<file path="src/rtl/execute_muldiv_unit.sv">
// execute_muldiv_unit
//
// Iterative RV32M multiply/divide unit for the execute stage. One operation
// is launched from the decode/execute register. The result is produced after
// 32 shift-add or restoring-divide iterations, followed by a sign-fix cycle.
// busy_o stalls the pipeline while the operation is in flight.
//
// Optional feature: define MULDIV_FAST_MUL_EN to replace the shift-add
// multiplier with a single-cycle 33x33 signed product, which is evaluated in
// the FIX state. With this option multiply latency is 2. Divide behaviour is
// the same in both builds.
//
// Ports:
//   clk_i        clock, rising edge
//   rst_i        synchronous active-high reset
//   start_i      launch an operation (honoured in IDLE or DONE)
//   funct3_i     000 MUL 001 MULH 010 MULHSU 011 MULHU
//                100 DIV 101 DIVU 110 REM 111 REMU
//   operand_a_i  rs1 value
//   operand_b_i  rs2 value
//   rd_i         destination register
//   flush_i      abort the in-flight operation (ignored in IDLE)
//   busy_o       stall request, high in RUN and FIX
//   done_o       one-cycle completion pulse
//   result_o     result, held until the next completion
//   rd_o         destination register of the completed operation

module execute_muldiv_unit (
  input  logic        clk_i,
  input  logic        rst_i,
  input  logic        start_i,
  input  logic [2:0]  funct3_i,
  input  logic [31:0] operand_a_i,
  input  logic [31:0] operand_b_i,
  input  logic [4:0]  rd_i,
  input  logic        flush_i,
  output logic        busy_o,
  output logic        done_o,
  output logic [31:0] result_o,
  output logic [4:0]  rd_o
);

  typedef enum logic [1:0] {IDLE, RUN, FIX, DONE} state_t;

  state_t      state, state_next;
  logic [4:0]  count;
  logic [2:0]  op;
  logic [4:0]  rd_lat;
  logic [31:0] opnd;      // multiplicand magnitude (mul) or divisor magnitude (div)
  logic [63:0] prod;      // mul: {acc, multiplier}; div: {remainder, quotient}
  logic        neg_q;     // negate product / quotient
  logic        neg_r;     // negate remainder
  logic        dz;        // divide by zero
  logic [31:0] result_reg;
  logic [4:0]  rd_out_reg;

  // ---------------------------------------------------------------------
  // Operand conditioning at the start edge
  // ---------------------------------------------------------------------
  logic        is_div_in, sa_in, sb_in, neg_a_in, neg_b_in, dz_in, launch, short_path;
  logic [31:0] a_abs, b_abs;

  assign is_div_in = funct3_i[2];
  // Signed a: MUL, MULH, MULHSU, DIV, REM. Signed b: MUL, MULH, DIV, REM.
  assign sa_in     = is_div_in ? ~funct3_i[0] : (~funct3_i[1] | ~funct3_i[0]);
  assign sb_in     = is_div_in ? ~funct3_i[0] : ~funct3_i[1];
  assign neg_a_in  = sa_in & operand_a_i[31];
  assign neg_b_in  = sb_in & operand_b_i[31];
  assign a_abs     = neg_a_in ? -operand_a_i : operand_a_i;
  assign b_abs     = neg_b_in ? -operand_b_i : operand_b_i;
  assign dz_in     = is_div_in & (operand_b_i == 32'd0);

  // In DONE a flush wins over a re-launch; in IDLE the flush is ignored.
  assign launch = start_i & ((state == IDLE) | ((state == DONE) & ~flush_i));

`ifdef MULDIV_FAST_MUL_EN
  assign short_path = dz_in | ~is_div_in;
`else
  assign short_path = dz_in;
`endif

  // ---------------------------------------------------------------------
  // Iteration step
  // ---------------------------------------------------------------------
  // Restoring divide: shift {rem, quot} left by one, then subtract the divisor
  // if it fits. rem < divisor < 2^32, so the difference always fits in 32 bits.
  logic [32:0] div_shift;
  logic        div_fits;
  logic [31:0] div_diff;
  logic [63:0] div_step;

  assign div_shift = {prod[63:32], prod[31]};
  assign div_fits  = div_shift >= {1'b0, opnd};
  assign div_diff  = div_shift[31:0] - opnd;
  assign div_step  = div_fits ? {div_diff, prod[30:0], 1'b1}
                              : {div_shift[31:0], prod[30:0], 1'b0};

  logic [63:0] run_step;
`ifdef MULDIV_FAST_MUL_EN
  assign run_step = div_step;
`else
  // Shift-add: add the multiplicand into the upper half when the multiplier
  // LSB is set, then shift the whole 65-bit {carry, acc, multiplier} right.
  logic [32:0] mul_sum;
  logic [63:0] mul_step;
  assign mul_sum  = {1'b0, prod[63:32]} + (prod[0] ? {1'b0, opnd} : 33'd0);
  assign mul_step = {mul_sum, prod[31:1]};
  assign run_step = op[2] ? div_step : mul_step;
`endif

  // ---------------------------------------------------------------------
  // FIX: sign application and result selection
  // ---------------------------------------------------------------------
  logic [63:0] mul_full;
  logic [31:0] quot_fix, rem_fix, fix_result;

`ifdef MULDIV_FAST_MUL_EN
  logic [31:0]        a_raw, b_raw;
  logic signed [32:0] fast_a, fast_b;
  assign fast_a   = $signed({(~op[1] | ~op[0]) & a_raw[31], a_raw});
  assign fast_b   = $signed({~op[1] & b_raw[31], b_raw});
  assign mul_full = 64'(fast_a * fast_b);
`else
  assign mul_full = neg_q ? -prod : prod;
`endif

  // Divide by zero returns all ones for the quotient regardless of signs.
  assign quot_fix = dz ? 32'hFFFF_FFFF : (neg_q ? -prod[31:0] : prod[31:0]);
  assign rem_fix  = neg_r ? -prod[63:32] : prod[63:32];

  always_comb begin
    fix_result = 32'd0;
    if (op[2]) begin
      fix_result = op[1] ? rem_fix : quot_fix;
    end else begin
      fix_result = (op[1:0] == 2'b00) ? mul_full[31:0] : mul_full[63:32];
    end
  end

  // ---------------------------------------------------------------------
  // FSM
  // ---------------------------------------------------------------------
  always_comb begin
    state_next = state;
    busy_o     = 1'b0;
    done_o     = 1'b0;
    case (state)
      IDLE: begin
        if (launch) state_next = short_path ? FIX : RUN;
      end
      RUN: begin
        busy_o = 1'b1;
        if (flush_i)               state_next = IDLE;
        else if (count == 5'd31)   state_next = FIX;
      end
      FIX: begin
        busy_o = 1'b1;
        if (flush_i) state_next = IDLE;
        else         state_next = DONE;
      end
      DONE: begin
        done_o = ~flush_i;
        if (launch) state_next = short_path ? FIX : RUN;
        else        state_next = IDLE;
      end
      default: state_next = IDLE;
    endcase
  end

  always_ff @(posedge clk_i) begin
    if (rst_i) begin
      state      <= IDLE;
      count      <= 5'd0;
      op         <= 3'd0;
      rd_lat     <= 5'd0;
      opnd       <= 32'd0;
      prod       <= 64'd0;
      neg_q      <= 1'b0;
      neg_r      <= 1'b0;
      dz         <= 1'b0;
      result_reg <= 32'd0;
      rd_out_reg <= 5'd0;
`ifdef MULDIV_FAST_MUL_EN
      a_raw      <= 32'd0;
      b_raw      <= 32'd0;
`endif
    end else begin
      state <= state_next;
      if (launch) begin
        op     <= funct3_i;
        rd_lat <= rd_i;
        count  <= 5'd0;
        neg_q  <= neg_a_in ^ neg_b_in;
        neg_r  <= neg_a_in;
        dz     <= dz_in;
        opnd   <= is_div_in ? b_abs : a_abs;
        // Divide by zero skips RUN: preload remainder = |dividend|.
        if (dz_in)          prod <= {a_abs, 32'hFFFF_FFFF};
        else if (is_div_in) prod <= {32'd0, a_abs};
        else                prod <= {32'd0, b_abs};
`ifdef MULDIV_FAST_MUL_EN
        a_raw <= operand_a_i;
        b_raw <= operand_b_i;
`endif
      end else if ((state == RUN) && !flush_i) begin
        prod  <= run_step;
        count <= count + 5'd1;
      end
      if ((state == FIX) && !flush_i) begin
        result_reg <= fix_result;
        rd_out_reg <= rd_lat;
      end
    end
  end

  assign result_o = result_reg;
  assign rd_o     = rd_out_reg;

endmodule
</file>
<file path="config.mk">
export PLATFORM = sky130hd
export DESIGN_NAME = execute_muldiv_unit
export DESIGN_NICKNAME = d
export VERILOG_FILES = /design/src/rtl/execute_muldiv_unit.sv
export SDC_FILE = /design/constraint.sdc
export NUM_CORES = 1
export LEC_CHECK = 0
export CORE_UTILIZATION = 30
export CTS_CLUSTER_DIAMETER = 80
export CTS_CLUSTER_SIZE = 40
export DETAILED_ROUTE_END_ITERATION = 12
export PLACE_DENSITY = 0.47
export SLEW_MARGIN = 20
export SYNTH_ARGS = -nofsm -noshare
export SYNTH_HDL_FRONTEND = slang
export SYNTH_SLANG_ARGS = --single-unit
</file>
<file path="constraint.sdc">
create_clock -name clk_i -period 10.4 [get_ports clk_i]
set_clock_uncertainty 0.05 [all_clocks]
set_input_delay 3.12 -clock clk_i [delete_from_list [all_inputs] [get_ports clk_i]]
set_output_delay 3.12 -clock clk_i [all_outputs]
set_load 0.005 [all_outputs]
</file>
==> reports/qor.txt, run 1 <==
Ys Warns: 0
Maximum vdd ir drop: 0.000143 V
Critical Path Source: flush_i
Syn nets: 2,305
Core area: 0.0501 sq mm
CP arrival: 4.45 ns
Post-DR wirelength/cell: 23.1 um
Hold crit path type: register to register
RSZ-0062 raised after global routing: false
Nets: 2,308
Die height: 227 um
DRT iter0 DRCs: 1,694
RR Endpoint: prod[63]
Largest net degree at the start of global routing: 77
Synthesized instance count: 2,152
Endpoints failing setup: 0
Setup WS post-layout: 2.78 ns
GP Congestion: 0.947
Antenna Cells: 0
H-tree depth: 4
Die area: 0.0516 sq mm
Clock latency on the worst-skew pair: 0.49 ns
Site Rows: 82
Routed WL: 65.6 mm
RR Startpoint: prod[0]
Initial antenna violation count: 0
Most common cell after layout, fill and taps aside: nand2_1
Total grt overflow: 0
Pre-CTS WS: 2.76 ns
Number of fill cells: 5,511
Max clock buf depth: 2
Sink Count: 151
Via-per-instance ratio: 5.79
Vias in the first global route: 15,300
Setup TNS Final: 0 ns
GRT Util Overall: 25.5%
Post-synth EDFFs: 0
Antenna Nets Post-Route: 0
Leak: 6.31 nW
Post-CTS Resized: 0
Cell Area, Synth: 0.0152 sq mm
Slew Limit Fails: 0
Global-route wire length before repair: 98.2 mm
Outcome: completed
Seq cells post-synth: 151
CTS Hold Bufs: 0
Number of remaining DRC errors: 0
Final hold slack: 0.401 ns
Top FF cell, synth: dfxtp_1
Worst Tran Pin Value: 1.07 ns
Startpoint types: input port
Register-to-Register Path Depth: 13
Sequential share of the synthesized area: 19.9%
I/O Buffers: 114
Share of layout cells above drive strength 1: 5.81%
I/O pin cnt: 115
Synth async-reset ratio: 0%
Syn_area_per_cell: 7.07 sq um
Worst Setup EP: done_o
Post-CTS setup buffers: 0
Worst Setup Path Type: input port to output pin
Yosys cell types: 81
DRT Pass-1 Iters: 5
DP Wirelength: 49.8 mm
Min Tclk post-route: 7.62 ns
Crit. End Element: output pin
Crit path max fanout: 5
Area growth syn-to-layout: 14.4%
Most frequent cells in the layout: 246 x nand2_1, 208 x a21oi_1, 191 x nor2_1
Root buffer cell: clkbuf_16
CTS buffer count: 17
Data required, critical path: 7.23 ns
TritonCTS clock tree: built
Die width: 227 um
Final Hold Fails: 0
Worst-path clk slew: 0.07 ns
# Max-Cap Violations: 0
Max_slew headroom: 27.6%
Flop2flop setup slack: 5.72 ns
Vias: 16,400
Pwr dens: 234 mW/mm^2
FMAX: 131 MHz
Initial Util: 30.4%
Part of the cycle the worst path needs: 73.3%
[flip-flops by register name, summed over array words and instances, names as in the netlist]
signal / cells
rd_o: 5
neg_q: 1
prod: 64
neg_r: 1
state: 2
opnd: 32
op: 3
rd_lat: 5
dz: 1
result_o: 32
count: 5
[how the worst min path moves through the flow]
| stage | startpoint | end | slack [ns] | depth (start not counted) |
|---|---|---|---|---|
| 2_1_floorplan | opnd[23] | opnd[23] | 0.38 | 2 |
| 3_3_place_gp | rd_lat[3] | rd_o[3] | 0.39 | 2 |
| 3_5_place_dp | rd_lat[0] | rd_o[0] | 0.39 | 2 |
| 4_1_cts | rd_lat[0] | rd_o[0] | 0.40 | 2 |
| 5_1_grt | opnd[29] | opnd[29] | 0.42 | 2 |
| 6_report | rd_lat[0] | rd_o[0] | 0.40 | 2 |
[routing by layer]
metal  share of wire (%)  vias to the layer above  GRT usage [%]
met5                   0                        -              0
met4                 3.4                        0           9.72
met3                 6.3                       84           3.83
met2                  43                      623           38.8
met1                  47                     7887           36.0
li1                    -                     7851              -
[where the power goes]
part / switching, mW / internal (mW) / total (mW)
registers: 0.243 / 0.690 / 0.932
logic: 1.55 / 0.943 / 2.50
clock network: 0.300 / 0.340 / 0.640
[worst max-delay path, stage by stage]
cell and delay [ns]:
clkdlybuf4s50_1 0.46, nor2b_1 0.30, clkdlybuf4s50_1 0.57
[layout make-up]
type / instances / area, sq um / share of cell area (%)
Inverter: 79 / 297 / 1.70
Clock inverter: 11 / 114 / 0.654
Multi-Input combinational cell: 1754 / 11300 / 64.7
Sequential cell: 151 / 3030 / 17.4
Tap cell: 672 / 841 / 4.83
Timing Repair Buffer: 152 / 1420 / 8.15
Clock buffer: 21 / 450 / 2.59
[cell usage after synthesis, drive strengths merged (50+ instances only)]
library cell	count	share of area (%)
nand2	246	6.1
a21oi	208	6.8
nor2	194	4.8
o21ai	193	6.3
dfxtp	151	20
clkbuf	141	3.5
xor2	97	5.6
xnor2	95	5.5
inv	79	1.9
ha	75	6.2
nor3	62	2.1
mux2i	50	3.3
[logic make-up (layout without fill, tap and decap cells)]
family	count (synthesis)	count (layout)	synth area share, %
mux	59	59	3.95
xor+xnor	192	192	11.0
buf+inv	247	263	6.31
fa+ha+maj	77	77	6.43
flops	151	151	19.9
compound gates	715	715	29.8
simple gates	711	711	22.5
[through the flow]
stage | cells | area (sq um) | util [%] | power [mW]
6_report | 2840 | 17400 | 34.8 | 4.07
5_1_grt | 2840 | 17400 | 34.8 | 4.34
4_1_cts | 2840 | 17400 | 34.8 | 4.03
3_5_place_dp | 2808 | 16800 | 33.6 | 3.38
3_3_place_gp | 2808 | 16800 | 33.6 | 3.37
2_1_floorplan | 2152 | 15200 | - | 2.62
Note: power is estimated with default switching activity, not from simulation.
==> run 2, diff against run 1 <==
- clock period: 10.4 -> 7.9 ns (I/O delays scaled with it)
==> run 2 against run 1 <==
Combinational power up 34%. Utilization about the same. Via count up 0.45%. Die area unchanged. Worst setup slack lost 1.0 ns. Sequential share of layout area barely moved. First-iteration DRC count increased by 6.9%. Critical path depth stayed put. Cell count is essentially flat. Routed wire length rose by 1.2%. Clock power rose by 33%. Largest cell class unchanged. Largest power group unchanged.
==> reports/qor.txt, run 2 (same netlist as run 1, synthesis figures left out) <==
Most common cell after layout, fill and taps aside: nand2_1
Endpoints failing setup: 0 (unchanged)
Data required, critical path: 5.48 ns (-1.75 ns)
Min Tclk post-route: 6.15 ns
Sink Count: 151 (unchanged)
Leak: 6.31 nW (about the same)
Worst-path clk slew: 0.06 ns (about the same)
Crit path max fanout: 5 (unchanged)
Startpoint types: input port
Largest net degree at the start of global routing: 78 (+1.3%)
Area growth syn-to-layout: 14.4% (about the same)
I/O pin cnt: 115 (unchanged)
Total grt overflow: 0 (unchanged)
CTS buffer count: 17 (unchanged)
Post-DR wirelength/cell: 23.4 um (+1.3%)
Antenna Nets Post-Route: 0 (unchanged)
Multi-input logic area: 0.0113 sq mm (about the same)
Crit. End Element: output pin
Antenna Cells: 0 (unchanged)
Nets: 2,308 (unchanged)
Vias in the first global route: 15,000 (-2.2%)
Vias: 16,500 (+0.45%)
# Max-Cap Violations: 0 (unchanged)
Slew Limit Fails: 0 (unchanged)
Final Hold Fails: 0 (unchanged)
DP Wirelength: 50.5 mm (+1.6%)
DRT Pass-1 Iters: 6 (+1)
Max_slew headroom: 31.3% (+3.7 points)
Hold crit path type: register to register
Setup WS post-layout: 1.75 ns (-1.02 ns)
Initial antenna violation count: 0 (unchanged)
Core area: 0.0501 sq mm (unchanged)
Post-CTS Resized: 0 (unchanged)
DRT iter0 DRCs: 1,811 (+6.9%)
Register Area: 0.00303 sq mm (unchanged)
Initial Util: 30.4% (unchanged)
Outcome: completed
Maximum vdd ir drop: 0.000176 V (+23%)
I/O Buffers: 114 (unchanged)
Global-route wire length before repair: 97.9 mm (-0.30%)
FMAX: 163 MHz
Routed WL: 66.4 mm (+1.2%)
Die area: 0.0516 sq mm (unchanged)
Die width: 227 um (unchanged)
Part of the cycle the worst path needs: 77.8%
GRT Util Overall: 25.5% (-0.042 points)
Setup TNS Final: 0 ns (unchanged)
Root buffer cell: clkbuf_16
Pre-CTS WS: 1.76 ns (-1.00 ns)
CP arrival: 3.73 ns (-0.72 ns)
CTS Hold Bufs: 0 (unchanged)
Post-CTS setup buffers: 0 (unchanged)
Max clock buf depth: 2 (unchanged)
Via-per-instance ratio: 5.82 (+0.49%)
Worst Setup Path Type: input port to output pin
DP Area: 0.0168 sq mm (about the same)
TritonCTS clock tree: built
Largest Register: prod
RSZ-0062 raised after global routing: false
H-tree depth: 4 (unchanged)
Clock latency on the worst-skew pair: 0.48 ns (about the same)
Die height: 227 um (unchanged)
Pwr dens: 311 mW/mm^2 (+33%)
Number of remaining DRC errors: 0 (unchanged)
Post-route cell area: 0.0174 sq mm (about the same)
Share of layout cells above drive strength 1: 6.00% (+0.19 points)
Worst Tran Pin Value: 1.03 ns (-0.0427 ns)
Number of fill cells: 5,491 (-0.36%)
Largest register FFs: 64 (unchanged)
Site Rows: 82 (unchanged)
Most frequent cells in the layout: 246 x nand2_1, 208 x a21oi_1, 190 x nor2_1
GP Congestion: 0.941 (-0.58%)
## run 2: cell types whose count changed in the layout (fill, tap and decap cells not counted), moves of 2 or more
cell      change
clkbuf_1      -3
clkinv_2      +2
clkinv_4      -3
inv_8         +3
## run 2: final cells by class
class | count | area share, %
multi-input cells | 1754 | 64.7
flip-flops and latches | 151 | 17.4
repair buffers | 152 | 8.15
well taps | 672 | 4.83
clock buffers | 17 | 2.44
inverters | 79 | 1.70
clock inverters | 14 | 0.797
## run 2: routing by layer
layer	vias up	track usage, %	routed length [um]
met5	-	0	0
met4	0	8.21	1850
met3	76	3.82	4830
met2	720	38.9	28800
met1	7885	36.4	30900
li1	7838	-	-
## run 2: path summary, 6_finish.rpt
| check | start | to | slack, ns | cells past startpoint |
|---|---|---|---|---|
| max | flush_i | done_o | 1.75 | 3 |
| min | rd_lat[1] | rd_o[1] | 0.40 | 2 |
| max reg2reg | prod[0] | prod[59] | 3.27 | 12 |
| min reg2reg | rd_lat[1] | rd_o[1] | 0.40 | 2 |
## run 2: worst max-delay path, cell delays in order
cell	delay, ns
clkdlybuf4s50_1	0.47
nor2b_1	0.31
clkdlybuf4s50_1	0.57
## run 2: power breakdown
group	internal, mW	switching (mW)
clock network	0.441	0.409
logic	1.25	2.09
registers	0.908	0.318
## run 2: through the flow
stage	total power, mW	util, %	std cells	hold WS (ns)
floorplan	3.45	-	2152	0.382
global placement	4.49	33.6	2808	0.390
detailed placement	4.50	33.6	2808	0.394
CTS	5.37	34.8	2839	0.404
global route	5.78	34.8	2839	0.415
finish	5.42	34.8	2839	0.401
